**src/rtl/zuma_config_loader.sv**
```systemverilog
`default_nettype none
// +--------------------------------------------------------------------------+
// | zuma_config_loader: packs host bytes into 32-bit words for ZUMA config.  |
// | Optional checksum trailer: ZUMA_CFG_CHECKSUM_EN.      Revision: 1.0      |
// +--------------------------------------------------------------------------+
module zuma_config_loader #(
  parameter int NUM_WORDS = 1024,
  parameter int ADDR_W    = 32
) (
  input  logic              clk,
  input  logic              reset,
  input  logic              start,
  input  logic [7:0]        in_data,
  input  logic              in_valid,
  output logic              in_ready,
  output logic [31:0]       config_data,
  output logic              config_en,
  output logic [ADDR_W-1:0] config_addr,
  output logic              busy,
  output logic              done,
  output logic              cfg_error
);

  localparam int IDX_W = (NUM_WORDS > 1) ? $clog2(NUM_WORDS) : 1;
  localparam logic [IDX_W-1:0] LAST_IDX = IDX_W'(NUM_WORDS - 1);

  typedef enum logic [2:0] {
    S_IDLE  = 3'd0,
    S_LOAD  = 3'd1,
    S_WRITE = 3'd2,
    S_CHECK = 3'd3,
    S_DONE  = 3'd4
  } state_t;

  state_t            state_q;
  logic [1:0]        cnt_q;
  logic [31:0]       word_q;
  logic [IDX_W-1:0]  idx_q;
  logic              in_ready_q;
  logic              busy_q;
  logic              done_q;
  logic              config_en_q;
  logic [31:0]       config_data_q;
  logic [ADDR_W-1:0] config_addr_q;

  logic              byte_acc;
  logic [31:0]       word_d;
  logic [31:0]       rev_d;

`ifdef ZUMA_CFG_CHECKSUM_EN
  logic [31:0]       sum_q;
  logic [31:0]       sum_d;
  logic              cfg_error_q;
`endif

  // word_d is the packing register with the current byte already merged in
  always_comb begin
    byte_acc = in_valid & in_ready_q;
    word_d   = word_q;
    word_d[{cnt_q, 3'b000} +: 8] = in_data;
    rev_d    = '0;
    for (int i = 0; i < 32; i++) begin
      rev_d[31-i] = word_d[i];
    end
`ifdef ZUMA_CFG_CHECKSUM_EN
    sum_d = sum_q + word_d;
`endif
  end

  always_ff @(posedge clk or negedge reset) begin
    if (!reset) begin
      state_q       <= S_IDLE;
      cnt_q         <= '0;
      word_q        <= '0;
      idx_q         <= '0;
      in_ready_q    <= 1'b0;
      busy_q        <= 1'b0;
      done_q        <= 1'b0;
      config_en_q   <= 1'b0;
      config_data_q <= '0;
      config_addr_q <= '0;
`ifdef ZUMA_CFG_CHECKSUM_EN
      sum_q         <= '0;
      cfg_error_q   <= 1'b0;
`endif
    end else begin
      case (state_q)
        S_IDLE, S_DONE: begin
          if (start) begin
            state_q    <= S_LOAD;
            cnt_q      <= '0;
            idx_q      <= '0;
            in_ready_q <= 1'b1;
            busy_q     <= 1'b1;
            done_q     <= 1'b0;
`ifdef ZUMA_CFG_CHECKSUM_EN
            sum_q       <= '0;
            cfg_error_q <= 1'b0;
`endif
          end
        end
        S_LOAD: begin
          if (byte_acc) begin
            word_q <= word_d;
            cnt_q  <= cnt_q + 2'd1;
            if (cnt_q == 2'd3) begin
              state_q       <= S_WRITE;
              in_ready_q    <= 1'b0;
              config_en_q   <= 1'b1;
              config_data_q <= rev_d;
              config_addr_q <= ADDR_W'(idx_q);
`ifdef ZUMA_CFG_CHECKSUM_EN
              sum_q         <= sum_d;
`endif
            end
          end
        end
        S_WRITE: begin
          config_en_q <= 1'b0;
          if (idx_q == LAST_IDX) begin
`ifdef ZUMA_CFG_CHECKSUM_EN
            state_q    <= S_CHECK;
            in_ready_q <= 1'b1;
`else
            state_q    <= S_DONE;
            busy_q     <= 1'b0;
            done_q     <= 1'b1;
`endif
          end else begin
            idx_q      <= idx_q + 1'b1;
            state_q    <= S_LOAD;
            in_ready_q <= 1'b1;
          end
        end
`ifdef ZUMA_CFG_CHECKSUM_EN
        // Trailer word is compared against the running sum, never written out
        S_CHECK: begin
          if (byte_acc) begin
            word_q <= word_d;
            cnt_q  <= cnt_q + 2'd1;
            if (cnt_q == 2'd3) begin
              cfg_error_q <= (sum_q != word_d);
              state_q     <= S_DONE;
              in_ready_q  <= 1'b0;
              busy_q      <= 1'b0;
              done_q      <= 1'b1;
            end
          end
        end
`endif
        default: state_q <= S_IDLE;
      endcase
    end
  end

  assign in_ready    = in_ready_q;
  assign busy        = busy_q;
  assign done        = done_q;
  assign config_en   = config_en_q;
  assign config_data = config_data_q;
  assign config_addr = config_addr_q;
`ifdef ZUMA_CFG_CHECKSUM_EN
  assign cfg_error   = cfg_error_q;
`else
  assign cfg_error   = 1'b0;
`endif

endmodule
`default_nettype wire
```
**config.mk**
```make
export PLATFORM = sky130hd
export DESIGN_NAME = zuma_config_loader
export DESIGN_NICKNAME = d
export VERILOG_FILES = /design/src/rtl/zuma_config_loader.sv
export SDC_FILE = /design/constraint.sdc
export NUM_CORES = 1
export LEC_CHECK = 0
export BUFFER_PORTS_ARGS = -buffer_cell sky130_fd_sc_hd__buf_2
export CORE_AREA = 2 2 97 99
export CTS_CLUSTER_SIZE = 24
export DETAILED_ROUTE_END_ITERATION = 10
export DIE_AREA = 0 0 99 101
export PLACE_DENSITY = 0.72
export SYNTH_ARGS = -nofsm -noshare
export SYNTH_HDL_FRONTEND = slang
export SYNTH_SLANG_ARGS = --single-unit
```
**constraint.sdc**
```tcl
create_clock -name clk -period 1.8 [get_ports clk]
set_input_delay 0.36 -clock clk [delete_from_list [all_inputs] [get_ports clk]]
set_output_delay 0.36 -clock clk [all_outputs]
set_load 0.02 [all_outputs]
```
== Yosys cells after proc, flatten, opt, wreduce, memory -nomap -nowiden ==
Index checks and enable logic that the tools add are counted.
W data, S select, Z words.

* Register bits after elaboration: 93
* Latch bits: 0
* Memory bits (writable): 0
* Memory bits (read-only): 0
* Bits of input ports: 12
* Output and inout port bits: 69
* Word-level logic and storage cells: 65
* Memories: 0

* Add/sub/neg operators: 3
* Multipliers: 0
* Div/mod/pow operators: 0
* Magnitude comparators: 0
* Equal/unequal tests: 10
* Shift operators: 2
* Mux-type cells: 25
* Bitwise logic cells: 1
* Reductions and logical operators: 14

{| class="wikitable"
|+ Operators with widths
! operator !! count
|-
| $bwmux W32 || 1
|-
| $shift A8 B7 Y32 const A || 1
|-
| $shiftx A8 B7 Y32 || 1
|-
| $mux W10 || 2
|-
| $pmux W10 S2 || 1
|-
| $reduce_and A3 Y1 || 6
|-
| $mux W3 || 4
|-
| $add A10 B1 Y10 const B || 1
|-
| $eq A10 B10 Y1 const B || 1
|-
| $ne A2 B2 Y1 const B || 5
|-
| $mux W1 || 9
|-
| $pmux W3 S3 || 1
|-
| $neg A5 Y7 || 1
|-
| $pmux W1 S2 || 3
|-
| $reduce_bool A2 Y1 || 3
|-
| $reduce_and A5 Y1 || 1
|-
| $mux W2 || 2
|-
| $pmux W2 S2 || 1
|-
| $eq A3 B1 Y1 const B || 1
|-
| $eq A3 B2 Y1 const B || 1
|-
| $eq A3 B3 Y1 const B || 1
|-
| $logic_not A3 Y1 || 1
|-
| $pmux W1 S3 || 1
|-
| $reduce_bool A3 Y1 || 1
|-
| other kinds (5) || 5
|}

== Longest topological paths before layout ==
* Word-level depth: 4
* Mapped depth: 7
* Gate-level depth less buffers: 6

== Least setup slack after synthesis ==
OpenSTA, ideal clock, no wires.

* Path type: register to register
* From: register cnt_q[0]
* To: register word_q[10]
* Library setup time: 0.121 ns
* Data arrival time: 1.839 ns
* Data required time: 1.679 ns
* Slack: -0.160 ns
* Cell stages (with the launch flop): 8
* Buffers on the path: 2
* Period minus slack after synthesis: 1.960 ns
* Path through: dfrtp_1 > inv_1 > ha_1 > and4b_1 > buf_2 > and3_1 > buf_2 > a22o_1

* Longest elaborated chain between the ends: 3
* Elaborated cells between the ends (all ways): 4
* Those cells by class: add/sub (1); shift (2); mux (1)

{| class="wikitable"
|+ RTL lines
! what !! RTL line !! source
|-
| start, declared || 36 || <nowiki>logic [1:0] cnt_q;</nowiki>
|-
| start signal, assigned || 105 || <nowiki>cnt_q <= cnt_q + 2'd1;</nowiki>
|-
| $neg A5 Y7 * || 60 || <nowiki>word_d[{cnt_q, 3'b000} +: 8] = in_data;</nowiki>
|-
| $shiftx A8 B7 Y32 / $shift A8 B7 Y32 (equally long branches) || 60 ||
|-
| $bwmux W32 * || 60 ||
|-
| end signal, assigned || 104 || <nowiki>word_q <= word_d;</nowiki>
|-
| end, declared || 37 || <nowiki>logic [31:0] word_q;</nowiki>
|}

Mark *: on every way between the ends. The rest lies on a longest branch, timed or not.
A chain may end at the register's enable or synchronous reset.

== Worst setup path in the final report ==
* From: register idx_q[0]
* To: register idx_q[5]

* Longest elaborated chain between the ends: 3
* Elaborated cells between the ends (all ways): 6
* Those cells by class: add/sub (1); eq/ne (2); mux (2); reduce/logical (1)

{| class="wikitable"
|+ RTL lines
! what !! RTL line !! source
|-
| start, declared || 38 || <nowiki>logic [IDX_W-1:0] idx_q;</nowiki>
|-
| start signal, assigned || 130 || <nowiki>idx_q <= idx_q + 1'b1;</nowiki>
|-
| $add A10 B1 Y10 / $eq A10 B10 Y1 (equally long branches) || 130, 120 ||
|-
| $mux W10 / $ne A2 B2 Y1 (equally long branches) || - ||
|-
| $pmux W10 S2 / $reduce_and A3 Y1 (equally long branches) || - ||
|}

Several ways; a longest one is shown, not always the timed one. The select of a mux whose other input is x is not followed.

==> impl_metrics.tcl <==
set metrics [dict create \
    status "complete, no violations" \
    antenna_found_initial 0 \
    synth_flop_cell "dfrtp_1" \
    drtPass1Iterations 4 \
    maxSlewViolCount 0 \
    grt_pass1_vias 2851 \
    min_path_type "input pin to register" \
    final_antenna_net_count 0 \
    finalHoldViolations 0 \
    async_reset_ff_frac 1.00 \
    max_freq_mhz 575 \
    clk_path_buf_depth 2 \
    num_rows 35 \
    clock-sinks 85 \
    final_area_um2 4510 \
    gp_congestion 0.804 \
    netSwitchingFraction 0.378 \
    drtIter0Drc 127 \
    critPathArrivalTime_ns 1.96 \
    cap_violations 0 \
    vias 2882 \
    synth_area_leader_cell "dfrtp_1" \
    ys_types 44 \
    clkLatencyLatePin_ns 0.35 \
    fin_cells 557 \
    tightest_slew_ns 0.550 \
    drcViolationCount 0 \
    cp.required_ns 2.02 \
    die-area_um2 10000 \
    crit_fanout 6 \
    cp_cell_sequence "ha_1 > and4_2 > a41o_2 > nand2_1 > a31oi_1" \
    ys_warn_count 0 \
    synth_area_leaders "dfrtp_1, a22o_1, nand2_1, buf_4, nor2b_1" \
    cts_max_level 3 \
    slowest_delay_ns 0.41 \
    cp_slowest_cell "dfrtp_1" \
    seq_area_frac_synth 0.542 \
    core_um2 8980 \
    p_per_area_nw_per_um2 1550 \
    fin_skew_ns 0.0104 \
    diodes 0 \
    syn_area_um2 3920 \
    netlist.area_leader.share 0.542 \
    rsz0062_at_grt "yes" \
    min_period_over_period 0.967 \
    nets 459 \
    holdWs_ns 0.288 \
    io-pin-count 81 \
    synth_edf_count 0 \
    cts_made_buffers 9 \
    cts_root_buf "clkbuf_8" \
    routed_via_density 5.17 \
    post_drt_wl_per_cell_um 15.0 \
    cts_tree "yes" \
    p_comb_frac 0.379 \
    postPlaceCellArea_um2 4290 \
    startpoint_type "register" \
    grt_pass1_wl_um 14300 \
    p_int_uw 4350 \
    area_delta_synth_final_pct 15.1 \
    max-slew-margin-rel 0.631 \
    critical_path_class "register to register" \
    end_kind "register" \
    path_clk_slew_ns 0.08 \
    grt_max_degree 35 \
    postCtsSetupBuffers 0 \
    finalCriticalPeriod_ns 1.74 \
    setup_violations 0 \
    max-vdd-ir-drop_uv 771 \
    power_frac_clock 0.194 \
    power.leakage_uw 0.00229 \
    fp.dieW_um 99 \
    dp_cells 540 \
    drive_gt1_frac 0.238 \
    synth.avg_cell_area_um2 10.2 \
    grt_use_total 0.179 \
    totalWireLength_um 8360 \
    initial_core_util 0.437 \
    synthCells 384 \
    port_buffers 57 \
    die_y_um 101 \
    place_hpwl_um 5900 \
    ys_ff_latch 85 \
    p_seq_frac 0.427 \
    netSwitchingPower_uw 2640 \
    grt_overflow_total 0 \
]
[stage by stage]
stage | setup TNS, ns | power (µW) | util | worst slack [ns]
finish | 0 | 7000 | 0.503 | 0.0598
global route | -0.00288 | 7520 | 0.503 | -0.00288
CTS | 0 | 7050 | 0.502 | 0.0556
detailed placement | 0 | 5680 | 0.478 | 0.0749
global placement | 0 | 5580 | 0.478 | 0.123
floorplan | 0 | 4830 | - | 0.0146
[layout make-up]
type                            count  area [µm²]
Clock buffer                       11         141
Multi-Input combinational cell    268        1600
Inverter                            4        15.0
Fill cell                         831        4460
Timing Repair Buffer               73         435
Clock inverter                      5        60.1
Tap cell                          111         139
Sequential cell                    85        2130
[per-layer routing]
metal,GRT usage,wire length (µm),share of wire
met5,0,0,0
met2,0.300,4120,0.49
met1,0.238,3780,0.45
met3,0.0402,380,0.045
met4,0.0432,73,0.0087
[critical path: cells and delay by family (launching register included)]
family          cells  cell delay [ns]
simple gates        2             0.50
compound gates      2             0.45
flops               1             0.41
fa+ha+maj           1             0.26
[what timing repair did]
action	in CTS	in global routing
hold buffers	1	0
endpoints found under the setup margin	0	23
resized for setup	0	4
hold endpoints to repair	32	0
[Yosys cell counts (2+ instances only)]
| library cell | number |
|---|---|
| nor2b_1 | 24 |
| buf_2 | 8 |
| buf_6 | 2 |
| inv_1 | 3 |
| o21a_1 | 4 |
| nor3_1 | 2 |
| a21o_1 | 2 |
| and3_1 | 3 |
| and4_1 | 2 |
| a22o_1 | 34 |
| buf_1 | 10 |
| nand3_1 | 9 |
| dfrtp_1 | 85 |
| nor2_1 | 6 |
| ha_1 | 6 |
| and2_1 | 3 |
| a21oi_1 | 29 |
| nand2_1 | 70 |
| clkbuf_1 | 6 |
| a31oi_1 | 4 |
| buf_4 | 23 |
| o21ai_0 | 27 |
[power groups by stage]
stage          logic [µW]  clock network (µW)  registers (µW)
4_1_cts              2670                1390            2990
6_report             2650                1350            2990
3_5_place_dp         2670                   0            3020
3_3_place_gp         2590                   0            2990
2_1_floorplan        1460                   0            3370
5_1_grt              2960                1490            3070
[sequential cells by signal, indices dropped and copies added (netlist names)]
| name | cells |
|---|---|
| state_q | 3 |
| idx_q | 10 |
| in_ready | 1 |
| done | 1 |
| config_addr | 10 |
| word_q | 24 |
| busy | 1 |
| config_data | 32 |
| cnt_q | 2 |
| config_en | 1 |
[kinds of logic (layout without fill, tap and decap cells)]
| group | count (synthesis) | after routing | share of synthesized area |
|---|---|---|---|
| flip-flops | 85 | 85 | 0.542 |
| multiplexers | 1 | 1 | 0.00255 |
| XOR/XNOR | 2 | 2 | 0.00447 |
| other | 1 | 23 | 0.000956 |
| buffers and inverters | 53 | 93 | 0.0791 |
| AO/OA/AOI/OAI | 107 | 107 | 0.183 |
| adder cells (fa/ha/maj) | 6 | 6 | 0.0191 |
| AND/OR/NAND/NOR | 129 | 129 | 0.169 |
[layout by cell type (no fill, tap or decap), drive strengths merged, types with 2 or more instances in the layout]
| cell | instances |
|---|---|
| nand3 | 10 |
| nor2b | 24 |
| buf | 72 |
| clkinv | 3 |
| nor3 | 3 |
| conb | 23 |
| nor2 | 6 |
| a22o | 34 |
| a21oi | 29 |
| dfrtp | 85 |
| and2 | 3 |
| ha | 6 |
| a41oi | 2 |
| nand2 | 70 |
| a31oi | 4 |
| o21a | 4 |
| o21ai | 28 |
| nor3b | 2 |
| clkbuf | 11 |
| and4 | 2 |
| inv | 4 |
| and3 | 4 |
| a21o | 2 |
[path summary, 6_finish.rpt]
| path | startpoint | end | slack (ns) | depth (start not counted) |
|---|---|---|---|---|
| worst max-delay path | idx_q[0] | idx_q[5] | 0.06 | 5 |
| max in group asynchronous | reset | cnt_q[0] | 0.78 | 3 |
| worst max register to register | idx_q[0] | idx_q[5] | 0.06 | 5 |
| worst min-delay path | start | state_q[0] | 0.29 | 3 |
| min in group asynchronous | reset | config_data[26] | 0.50 | 2 |
| worst min register to register | config_addr[9] | config_addr[9] | 0.48 | 2 |
(Power assumes the default switching activity.)
